File: src/rtl/rb_alu_sequencer_if.sv
// Bus bundle for the reg_bank/alu issue sequencer: micro-op input handshake,
// reg_bank/alu control outputs, alu status inputs and retirement reporting.
interface rb_alu_sequencer_if #(
  parameter int CNT_W = 16
) ();
  // Handshake: a micro-op transfers on a rising edge where in_valid && in_ready.
  // in_ready is combinational from pipeline state only (never from in_valid);
  // the producer must hold in_instr stable while in_valid && !in_ready.
  logic             in_valid;
  logic             in_ready;
  logic [19:0]      in_instr;
  logic [4:0]       raddr1;
  logic [4:0]       raddr2;
  logic [4:0]       op;
  logic [4:0]       waddr;
  logic             w_enable;
  logic             alu_carry;
  logic             alu_overflow;
  logic             alu_zero;
  logic [2:0]       status;
  logic             status_valid;
  logic [CNT_W-1:0] retire_count;
  logic             busy;

  modport master (
    output in_valid, in_instr, alu_carry, alu_overflow, alu_zero,
    input  in_ready, raddr1, raddr2, op, waddr, w_enable,
           status, status_valid, retire_count, busy
  );

  modport slave (
    input  in_valid, in_instr, alu_carry, alu_overflow, alu_zero,
    output in_ready, raddr1, raddr2, op, waddr, w_enable,
           status, status_valid, retire_count, busy
  );
endinterface

File: src/rtl/rb_alu_sequencer.sv
// Three-stage F/E/W issue pipeline for the reg_bank + alu datapath with
// read-after-write stall (no forwarding), status capture and retire counting.
module rb_alu_sequencer #(
  parameter int CNT_W = 16
) (
  input  logic                clk,
  input  logic                reset,
  rb_alu_sequencer_if.slave   bus
);
  typedef struct packed {
    logic        valid;
    logic [19:0] instr;
  } stage_t;

  stage_t           f_q, f_d;
  stage_t           e_q, e_d;
  stage_t           w_q, w_d;
  logic [2:0]       status_q, status_d;
  logic             status_valid_q, status_valid_d;
  logic [CNT_W-1:0] retire_count_q, retire_count_d;
  logic             stall;
  logic             accept;

  // rs==0 reads x0, which is never written, so it cannot collide with a producer.
  function automatic logic src_hazard(input logic [4:0] rs, input stage_t e, input stage_t w);
    return (rs != 5'd0) &&
           ((e.valid && (e.instr[9:5] == rs)) || (w.valid && (w.instr[9:5] == rs)));
  endfunction

  always_comb begin
    stall  = f_q.valid &&
             (src_hazard(f_q.instr[19:15], e_q, w_q) || src_hazard(f_q.instr[14:10], e_q, w_q));
    accept = bus.in_valid && !stall;

    w_d = e_q;
    f_d = f_q;
    e_d = '0;
    if (!stall) begin
      e_d = f_q;
      f_d = accept ? stage_t'{valid: 1'b1, instr: bus.in_instr}
                   : stage_t'{valid: 1'b0, instr: f_q.instr};
    end

    status_d       = status_q;
    status_valid_d = 1'b0;
    retire_count_d = retire_count_q;
    if (w_q.valid) begin
      status_d       = {bus.alu_carry, bus.alu_overflow, bus.alu_zero};
      status_valid_d = 1'b1;
      retire_count_d = retire_count_q + CNT_W'(1);
    end
  end

  always_ff @(posedge clk) begin
    if (!reset) begin
      f_q            <= '0;
      e_q            <= '0;
      w_q            <= '0;
      status_q       <= '0;
      status_valid_q <= 1'b0;
      retire_count_q <= '0;
    end else begin
      f_q            <= f_d;
      e_q            <= e_d;
      w_q            <= w_d;
      status_q       <= status_d;
      status_valid_q <= status_valid_d;
      retire_count_q <= retire_count_d;
    end
  end

  assign bus.in_ready     = !stall;
  assign bus.raddr1       = f_q.instr[19:15];
  assign bus.raddr2       = f_q.instr[14:10];
  assign bus.op           = e_q.valid ? e_q.instr[4:0] : 5'd0;
  assign bus.waddr        = w_q.instr[9:5];
  // Ops targeting x0 still retire but never strobe the register file.
  assign bus.w_enable     = w_q.valid && (w_q.instr[9:5] != 5'd0);
  assign bus.status       = status_q;
  assign bus.status_valid = status_valid_q;
  assign bus.retire_count = retire_count_q;
  assign bus.busy         = f_q.valid | e_q.valid | w_q.valid;
endmodule

File: src/flat_wrapper.sv
// flat-port wrapper written by rule: the top's interface ports become plain ports
module rb_alu_sequencer_flat 
#(
  parameter int CNT_W = 16
)
  (clk, reset, bus_in_valid, bus_in_instr, bus_alu_carry, bus_alu_overflow, bus_alu_zero, bus_in_ready, bus_raddr1, bus_raddr2, bus_op, bus_waddr, bus_w_enable, bus_status, bus_status_valid, bus_retire_count, bus_busy);
  rb_alu_sequencer_if #(.CNT_W(CNT_W)) bus_i ();
  input  logic clk;
  input  logic reset;
  input wire logic [$bits(bus_i.in_valid)-1:0] bus_in_valid;
  input wire logic [$bits(bus_i.in_instr)-1:0] bus_in_instr;
  input wire logic [$bits(bus_i.alu_carry)-1:0] bus_alu_carry;
  input wire logic [$bits(bus_i.alu_overflow)-1:0] bus_alu_overflow;
  input wire logic [$bits(bus_i.alu_zero)-1:0] bus_alu_zero;
  output wire logic [$bits(bus_i.in_ready)-1:0] bus_in_ready;
  output wire logic [$bits(bus_i.raddr1)-1:0] bus_raddr1;
  output wire logic [$bits(bus_i.raddr2)-1:0] bus_raddr2;
  output wire logic [$bits(bus_i.op)-1:0] bus_op;
  output wire logic [$bits(bus_i.waddr)-1:0] bus_waddr;
  output wire logic [$bits(bus_i.w_enable)-1:0] bus_w_enable;
  output wire logic [$bits(bus_i.status)-1:0] bus_status;
  output wire logic [$bits(bus_i.status_valid)-1:0] bus_status_valid;
  output wire logic [$bits(bus_i.retire_count)-1:0] bus_retire_count;
  output wire logic [$bits(bus_i.busy)-1:0] bus_busy;
  assign bus_i.in_valid = bus_in_valid;
  assign bus_i.in_instr = bus_in_instr;
  assign bus_i.alu_carry = bus_alu_carry;
  assign bus_i.alu_overflow = bus_alu_overflow;
  assign bus_i.alu_zero = bus_alu_zero;
  assign bus_in_ready = bus_i.in_ready;
  assign bus_raddr1 = bus_i.raddr1;
  assign bus_raddr2 = bus_i.raddr2;
  assign bus_op = bus_i.op;
  assign bus_waddr = bus_i.waddr;
  assign bus_w_enable = bus_i.w_enable;
  assign bus_status = bus_i.status;
  assign bus_status_valid = bus_i.status_valid;
  assign bus_retire_count = bus_i.retire_count;
  assign bus_busy = bus_i.busy;
  rb_alu_sequencer #(.CNT_W(CNT_W)) u_core (.clk(clk), .reset(reset), .bus(bus_i));
endmodule
File: config.mk
export PLATFORM = sky130hd
export DESIGN_NAME = rb_alu_sequencer_flat
export DESIGN_NICKNAME = d
export VERILOG_FILES = /design/src/rtl/rb_alu_sequencer_if.sv /design/src/rtl/rb_alu_sequencer.sv /design/src/flat_wrapper.sv
export SDC_FILE = /design/constraint.sdc
export NUM_CORES = 1
export LEC_CHECK = 0
export ABC_AREA = 1
export CAP_MARGIN = 30
export CORE_MARGIN = 2
export CORE_UTILIZATION = 45
export CTS_CLUSTER_SIZE = 16
export DETAILED_ROUTE_END_ITERATION = 16
export HOLD_SLACK_MARGIN = 0.03
export PLACE_DENSITY = 0.74
export SYNTH_ARGS = -nofsm -noshare
export SYNTH_HDL_FRONTEND = slang
export SYNTH_SLANG_ARGS = --single-unit
File: constraint.sdc
create_clock -name clk -period 3.3 [get_ports clk]
set_clock_uncertainty 0.15 [all_clocks]
set_input_delay 0.495 -clock clk [delete_from_list [all_inputs] [get_ports clk]]
set_output_delay 0.495 -clock clk [all_outputs]
set_load 0.01 [all_outputs]
After elaboration in Yosys (flattened, before gate mapping)
Cells that the tools add are included.
{ "totals": {"reg_bits": 63, "inputBits": 26, "output_inout_bits": 43, "elab_cells": 39} }
{ "op_classes": {"add_sub_neg": 1, "eq_ne": 4, "muxes": 3, "bitwise": 4, "reduce_logical": 18} }
{ "op_table": {"columns": ["operator", "n"], "rows": [
  ["two-way mux 21 bit", 1],
  ["equality test 5 bit", 4],
  ["adder 16 x 1 -> 16 bit (second input constant)", 1],
  ["nonzero test 5 bit", 3],
  ["logical AND 1 bit", 9],
  ["two-way mux 5 bit", 1],
  ["logical OR 1 bit", 3],
  ["NOT 1 bit", 2],
  ["bitwise OR 1 bit", 2],
  ["AND reduction 2 bit", 1],
  ["OR reduction 2 bit", 1],
  ["logical NOT 1 bit", 1],
  ["two-way mux 1 bit", 1]
]} }

Depth between registers and ports, before layout
Gate-level depths: netlist of run 1.
{ "logic_depth": {"word_depth": 9, "ltp_mapped": 13, "mapped_depth_nobuf": 12} }

Worst setup path after synthesis of run 1
Ideal clock, no wire load.
{ "synth_timing": {"path_kind": "reg-to-output", "start": "register u_core.w_q, in the netlist u_core.bus.waddr[3]", "end": "output port bus_in_ready", "arrival_time_ps": 1128, "required_time_ps": 2655, "path_slack_ps": 1527, "path_stages_with_launch": 11, "n_path_buf": 1, "path_cell_list": "dfxtp_1 inv_1 nand2_1 nand2_1 nor2_1 nand3_1 nand2_1 nand2_1 nand2_2 nand2_4 buf_6"} }
{ "synth_via": {"elab_chain_len": 7, "elab_cells_between_ends": 11, "classes_between": "2 x eq/ne; 9 x reduce/logical"} }
{ "synth_rtl": {"columns": ["item", "line_no", "rtl"], "rows": [
  ["start: declaration", "rb_alu_sequencer.sv:17", "stage_t w_q, w_d;"],
  ["start signal: assignment", "rb_alu_sequencer.sv:65", "w_q <= w_d;"],
  ["equality test 5 bit", "rb_alu_sequencer.sv:27", "((e.valid && (e.instr[9:5] == rs)) || (w.valid && (w.instr[9:5] == rs)));"],
  ["logical AND 1 bit", "rb_alu_sequencer.sv:27", null],
  ["logical OR 1 bit", "rb_alu_sequencer.sv:27", null],
  ["logical AND 1 bit", "rb_alu_sequencer.sv:26", "return (rs != 5'd0) &&"],
  ["logical OR 1 bit *", "rb_alu_sequencer.sv:32", "(src_hazard(f_q.instr[19:15], e_q, w_q) || src_hazard(f_q.instr[14:10], e_q, w_q));"],
  ["logical AND 1 bit *", "rb_alu_sequencer.sv:31", "stall = f_q.valid &&"],
  ["logical NOT 1 bit *", "rb_alu_sequencer.sv:72", "assign bus.in_ready = !stall;"],
  ["end: declaration", "flat_wrapper.sv:15", "output wire logic [$bits(bus_i.in_ready)-1:0] bus_in_ready;"]
]} }
Every way passes the cells marked *; elsewhere a longest branch is shown, timed or not.

Final worst setup path of run 1
{ "layout_timing": {"start": "register u_core.w_q[20] in the netlist's numbering", "end": "output port bus_in_ready"} }
{ "layout_via": {"elab_chain_len": 6, "elab_cells_between_ends": 9, "classes_between": "9 x reduce/logical"} }
{ "layout_rtl": {"columns": ["item", "line_no"], "rows": [
  ["logical AND 1 bit", "rb_alu_sequencer.sv:27"],
  ["logical OR 1 bit", "rb_alu_sequencer.sv:27"],
  ["logical AND 1 bit", "rb_alu_sequencer.sv:26"],
  ["logical OR 1 bit *", "rb_alu_sequencer.sv:32"],
  ["logical AND 1 bit *", "rb_alu_sequencer.sv:31"],
  ["logical NOT 1 bit *", "rb_alu_sequencer.sv:72"]
]} }
Marked as above.

==> impl_metrics.toml, run 1 <==
[sta]
hold_viol = 0
finalCritPeriodShare_pct = 77.7
rsz0062_at_grt = "false"
fin_setup_tns_ns = 0
slew_headroom_pct = 71.0
final-setup-viol-count = 0
tightest_slew_ns = 0.435
setup_ws_ns = 0.737
slew_violations = 0
max_freq_mhz = 390
fin_crit_ns = 2.56

[cts]
clockBufferDepth = 2
htree_levels = 3
cts-buffers-inserted = 9
cts_sinks = 58
cts_hold_buffers = 0
cts_resized = 0
postCtsSetupBuffers = 0
clk_latency_ns = 0.34
clk_pin_slew_ns = 0.06
cts_tree = "done"
cts_root_buf = "clkbuf_8"

[layout]
drive_above_1_share_pct = 7.54
nets = 513
area_delta_synth_final_pct = 28.2
fill_cells = 587
finish.utilization_pct = 60.5
n_antenna_cell = 0
instances_no_fill = 566

[yosys]
synth_warnings = 0
netlist.area_leader.share_pct = 40.9
postSynthCellCount = 429
synth_top_cell_by_area = "dfxtp_1"
ys_types = 25
yosysSeqAreaShare_pct = 40.9
syn_nets = 456
ys_seq_elements = 58
synthTopCellsByArea = "dfxtp_1, nand2_1, inv_1"
syn_area_um2 = 2840
postSynthAreaPerCell_um2 = 6.62

[place]
dp.cells = 550
place.gp.congestion = 0.917
pre_cts_slack_ns = 1.09
dp_hpwl_um = 4440
port_buffers = 68

[global_route]
overflow = 0
grt_pass1_vias = 2390
grtUsageTotal_pct = 18.7
grt_pass1_wl_um = 10600
antenna_found_initial = 0
grt_max_degree = 44

[critical_path]
crit_arrival_ns = 1.92
cp.required_ns = 2.65
r2r-end = "u_core.e_q[3]"
cp_max_fo = 13
rrSetupSlack_ns = 1.26
worstSetupPathType = "flip-flop to output port"
r2r_start = "u_core.bus.raddr1[2]"
cp_common_cell = "nand2_1"
end_kind = "output port"
path_cells = "nand2_1 -> nor2_1 -> nand3_1 -> nand2_1 -> nand2_1 -> nand2_2 -> nand2_4 -> clkdlybuf4s50_1"
start_kind = "flip-flop"
slowest_stage = "dfxtp_1"
max_stage_delay_ns = 0.56
rr_worst_depth = 11

[routing]
ant_nets = 0
dr_total_vias = 2633
firstDrtPassIters = 4
drc = 0
routed_wl_um = 6070
avgRoutedWirePerCell_um = 10.7
viasPerCell = 4.65
drtIter0Drc = 106

[job]
cap_violations = 0

[power]
peakVddDrop_mv = 0.299
comb_power_share_pct = 12.5
power.internal_uw = 1180
cellPowerDensity_nw_per_um2 = 431
leakagePower_uw = 0.00177
power_frac_seq_pct = 48.6
power.share.switching_pct = 24.9
switchingPower_uw = 391
power_uw = 1570
p_clk_share_pct = 38.8

[min_path]
hp-class = "flip-flop to flip-flop"
holdPathEnd = "u_core.e_q[1]"
holdPathStages = 2
min_from = "u_core.f_q[1]"

[die]
core_area_um2 = 6030
die_area_um2 = 6970
die_y_um = 83.5
start_util_pct = 47.2
rows = 28
chipWidth_um = 83.5
pin_count = 69

[outcome]
status = "completed"
## final cells by class
class	instances	area, um2	area share, %
multi-input combinational	268	1210	33.1
sequential	58	1160	31.9
timing repair buffer	72	711	19.5
inverter	77	292	8.00
clock buffer	13	139	3.81
tap	75	93.8	2.58
clock inverter	3	40.0	1.10
## routing by layer
metal  part of all wire [%]  up-vias  track usage (%)
met5                      0        -                0
met2                     46       65             30.2
met4                    1.6        0             7.04
li1                       -     1401                -
met1                     47     1157             22.9
met3                    5.3       10             6.53
## how the worst max path moves through the flow
stage / startpoint / end / slack (ns) / cells past startpoint
final: u_core.w_q[20] / bus_in_ready / 0.74 / 8
after global placement: u_core.w_q[20] / bus_in_ready / 1.10 / 8
after floorplan: u_core.bus.waddr[3] / bus_in_ready / 1.53 / 10
after detailed placement: u_core.w_q[20] / bus_in_ready / 1.09 / 8
after CTS: u_core.w_q[20] / bus_in_ready / 0.71 / 8
after global routing: u_core.w_q[20] / bus_in_ready / 0.57 / 8
## through the flow
step           cell area [um2]  hold slack (ns)
4_1_cts                   3640            0.270
5_1_grt                   3640            0.289
3_5_place_dp              3460            0.266
2_1_floorplan             2840            0.258
6_report                  3640            0.269
3_3_place_gp              3460            0.263
## worst max-delay path: cells and delay by family, from the launching register on
family	cells	cell delay, ns
flops	1	0.56
simple gates	7	0.54
buf+inv	1	0.48
## cell usage in the layout (no fill, tap or decap), drive strengths merged
cell type,Yosys,routed
a31oi,1,1
dfxtp,58,58
buf,22,4
clkinv,0,2
nor3,4,4
inv,77,77
xnor2,1,1
clkbuf,4,13
nor2,71,71
nand4,2,2
bufinv,0,1
clkdlybuf4s50,0,68
nand2,109,109
o21ai,15,15
nand3,33,33
ha,1,1
a21oi,31,31
## synth_stat cells, drive strengths merged
cell	count
buf	22
nand3	33
o21ai	15
nor2	71
nand2	109
ha	1
nor3	4
dfxtp	58
a31oi	1
xnor2	1
nand4	2
a21oi	31
inv	77
clkbuf	4
## registers in the layout (all words and copies together), names as in the netlist, 3 cells and up
| name | count |
|---|---|
| u_core.bus.waddr | 5 |
| u_core.bus.retire_count | 16 |
| u_core.bus.status | 3 |
| u_core.bus.raddr1 | 5 |
| u_core.e_q | 11 |
| u_core.bus.raddr2 | 5 |
| u_core.f_q | 11 |
## power by group through the flow
stage	Combinational, uW	Sequential, uW	Clock (uW)
after floorplan	132	770	0
after global placement	195	777	0
after detailed placement	198	778	0
after CTS	199	763	624
after global routing	223	768	655
final	197	763	609
## cell families (layout without fill, tap and decap cells)
kind of cell | count (synthesis) | in the layout | synth area share [%]
and+or+nand+nor | 219 | 219 | 33.4
DFF | 58 | 58 | 40.9
xor gates and xnor gates | 1 | 1 | 0.308
adders and majority gates | 1 | 1 | 0.440
AOI/OAI and AO/OA | 47 | 47 | 8.32
buffers and inverters | 103 | 165 | 16.6
Power figures use the tool's default switching activity.
==> inputs of run 2 (changes only) <==
- PLACE_DENSITY: 0.74 -> 0.77
- clock period: 3.3 -> 2.2 ns (I/O delays scaled with it)
==> run 2 against run 1 <==
Against the previous run: clock power grew 90%; combinational power grew 54%; cell count grew 0.53%; setup slack lost 0.58 ns; worst hold slack gained 0.0038 ns.
==> impl_metrics.toml, run 2 (synthesis gave the netlist of run 1 again) <==
[global_route]
overflow = 0
grt_pass1_vias = 2424
grtUsageTotal_pct = 18.5
grt_max_degree = 42
grt_pass1_wl_um = 10800
antenna_found_initial = 0

[min_path]
hp-class = "flip-flop to flip-flop"

[critical_path]
max_stage_delay_ns = 0.52
end_kind = "output port"
slowest_stage = "clkdlybuf4s50_1"
cp.required_ns = 1.72
worstSetupPathType = "flip-flop to output port"
path_cells = "buf_4 -> o21ai_0 -> inv_1 -> clkdlybuf4s50_1"
crit_arrival_ns = 1.57
start_kind = "flip-flop"
cp_max_fo = 11

[power]
power_frac_seq_pct = 43.9
cellPowerDensity_nw_per_um2 = 695
leakagePower_uw = 0.00182
power.share.switching_pct = 23.2
peakVddDrop_mv = 0.393
switchingPower_uw = 607
p_clk_share_pct = 44.5
power.internal_uw = 2010
comb_power_share_pct = 11.6

[die]
die_area_um2 = 6970
rows = 28
core_area_um2 = 6030
die_y_um = 83.5
start_util_pct = 47.2
chipWidth_um = 83.5
pin_count = 69

[cts]
cts_hold_buffers = 0
clk_pin_slew_ns = 0.07
cts-buffers-inserted = 9
cts_sinks = 58
clk_latency_ns = 0.32
postCtsSetupBuffers = 0
cts_tree = "done"
clockBufferDepth = 2
htree_levels = 3
cts_root_buf = "clkbuf_8"

[outcome]
status = "completed"

[layout]
drive_above_1_share_pct = 12.8
n_antenna_cell = 0
largest_reg_flops = 16
mostFrequentLayoutCells = "nand2_1, inv_1, clkdlybuf4s50_1, nor2_1, dfxtp_1"
area_delta_synth_final_pct = 32.4
instances_no_fill = 569
finish.utilization_pct = 62.4
final_common_cell = "nand2_1"
nets = 516

[routing]
dr_total_vias = 2635
ant_nets = 0
routed_wl_um = 6180
viasPerCell = 4.63
avgRoutedWirePerCell_um = 10.9
drtIter0Drc = 153
drc = 0
firstDrtPassIters = 4

[sta]
fin_crit_ns = 2.05
slew_headroom_pct = 74.4
slew_violations = 0
rsz0062_at_grt = "false"
setup_ws_ns = 0.153
finalCritPeriodShare_pct = 93.0
fin_setup_tns_ns = 0
tightest_slew_ns = 0.381
max_freq_mhz = 489
final-setup-viol-count = 0
hold_viol = 0

[place]
port_buffers = 68
dp_hpwl_um = 4510
pre_cts_slack_ns = 0.138
place.gp.congestion = 0.997
dp.cells = 553

[job]
cap_violations = 0
## run 2: cell types whose count changed in the layout (fill, tap and decap cells not counted), sizes merged
cell           previous run  this run
clkinv                    2         1
clkinvlp                  0         1
clkbuf                   13        12
bufinv                    1         3
buf                       4         7
clkdlybuf4s50            68        67
## run 2: repair_timing
| action | 4_1_cts | 5_1_grt |
|---|---|---|
| resized for setup | 9 | 17 |
| endpoints found under the hold margin | 0 | 0 |
| endpoints found under the setup margin | 1 | 1 |
## run 2: worst max-delay path, delay by kind of cell (launching register included)
family          cells  cell delay, ns
compound gates      1            0.10
buf+inv             3            0.78
flops               1            0.37
## run 2: area by class of cell
| cell class | instances | area (um2) |
|---|---|---|
| clock inverter | 5 | 103 |
| clock buffer | 11 | 131 |
| multi-input combinational | 268 | 1210 |
| fill | 575 | 2260 |
| inverter | 77 | 292 |
| timing repair buffer | 75 | 741 |
| sequential | 58 | 1190 |
| tap | 75 | 93.8 |
## run 2: worst paths after layout
check | startpoint | endpoint | slack, ns | cells after the start
hold / removal | u_core.f_q[7] | u_core.e_q[7] | 0.27 | 2
setup / recovery | u_core.w_q[20] | bus_w_enable | 0.15 | 4
hold reg to reg | u_core.f_q[7] | u_core.e_q[7] | 0.27 | 2
setup reg to reg | u_core.bus.retire_count[0] | u_core.bus.retire_count[12] | 0.34 | 10
## run 2: stage by stage
| stage | hold WS, ns | power (uW) | area, um2 |
|---|---|---|---|
| after floorplan | 0.258 | 1350 | 2840 |
| after global placement | 0.263 | 1460 | 3500 |
| final | 0.272 | 2610 | 3760 |
| after CTS | 0.274 | 2630 | 3740 |
| after detailed placement | 0.267 | 1470 | 3500 |
| after global routing | 0.290 | 2730 | 3760 |
## run 2: metal layers
metal	wire, um	part of all wire, %	up-vias	track usage [%]
met3	319	5.2	9	3.07
met5	0	0	-	0
li1	-	-	1406	-
met2	2950	48	67	30.5
met4	107	1.7	0	8.80
met1	2800	45	1153	23.8
## run 2: power groups by stage
stage,clock [uW],sequential (uW),combinational [uW]
global route,1230,1150,345
detailed placement,0,1170,303
floorplan,0,1150,199
CTS,1180,1140,304
global placement,0,1160,300
finish,1160,1150,304
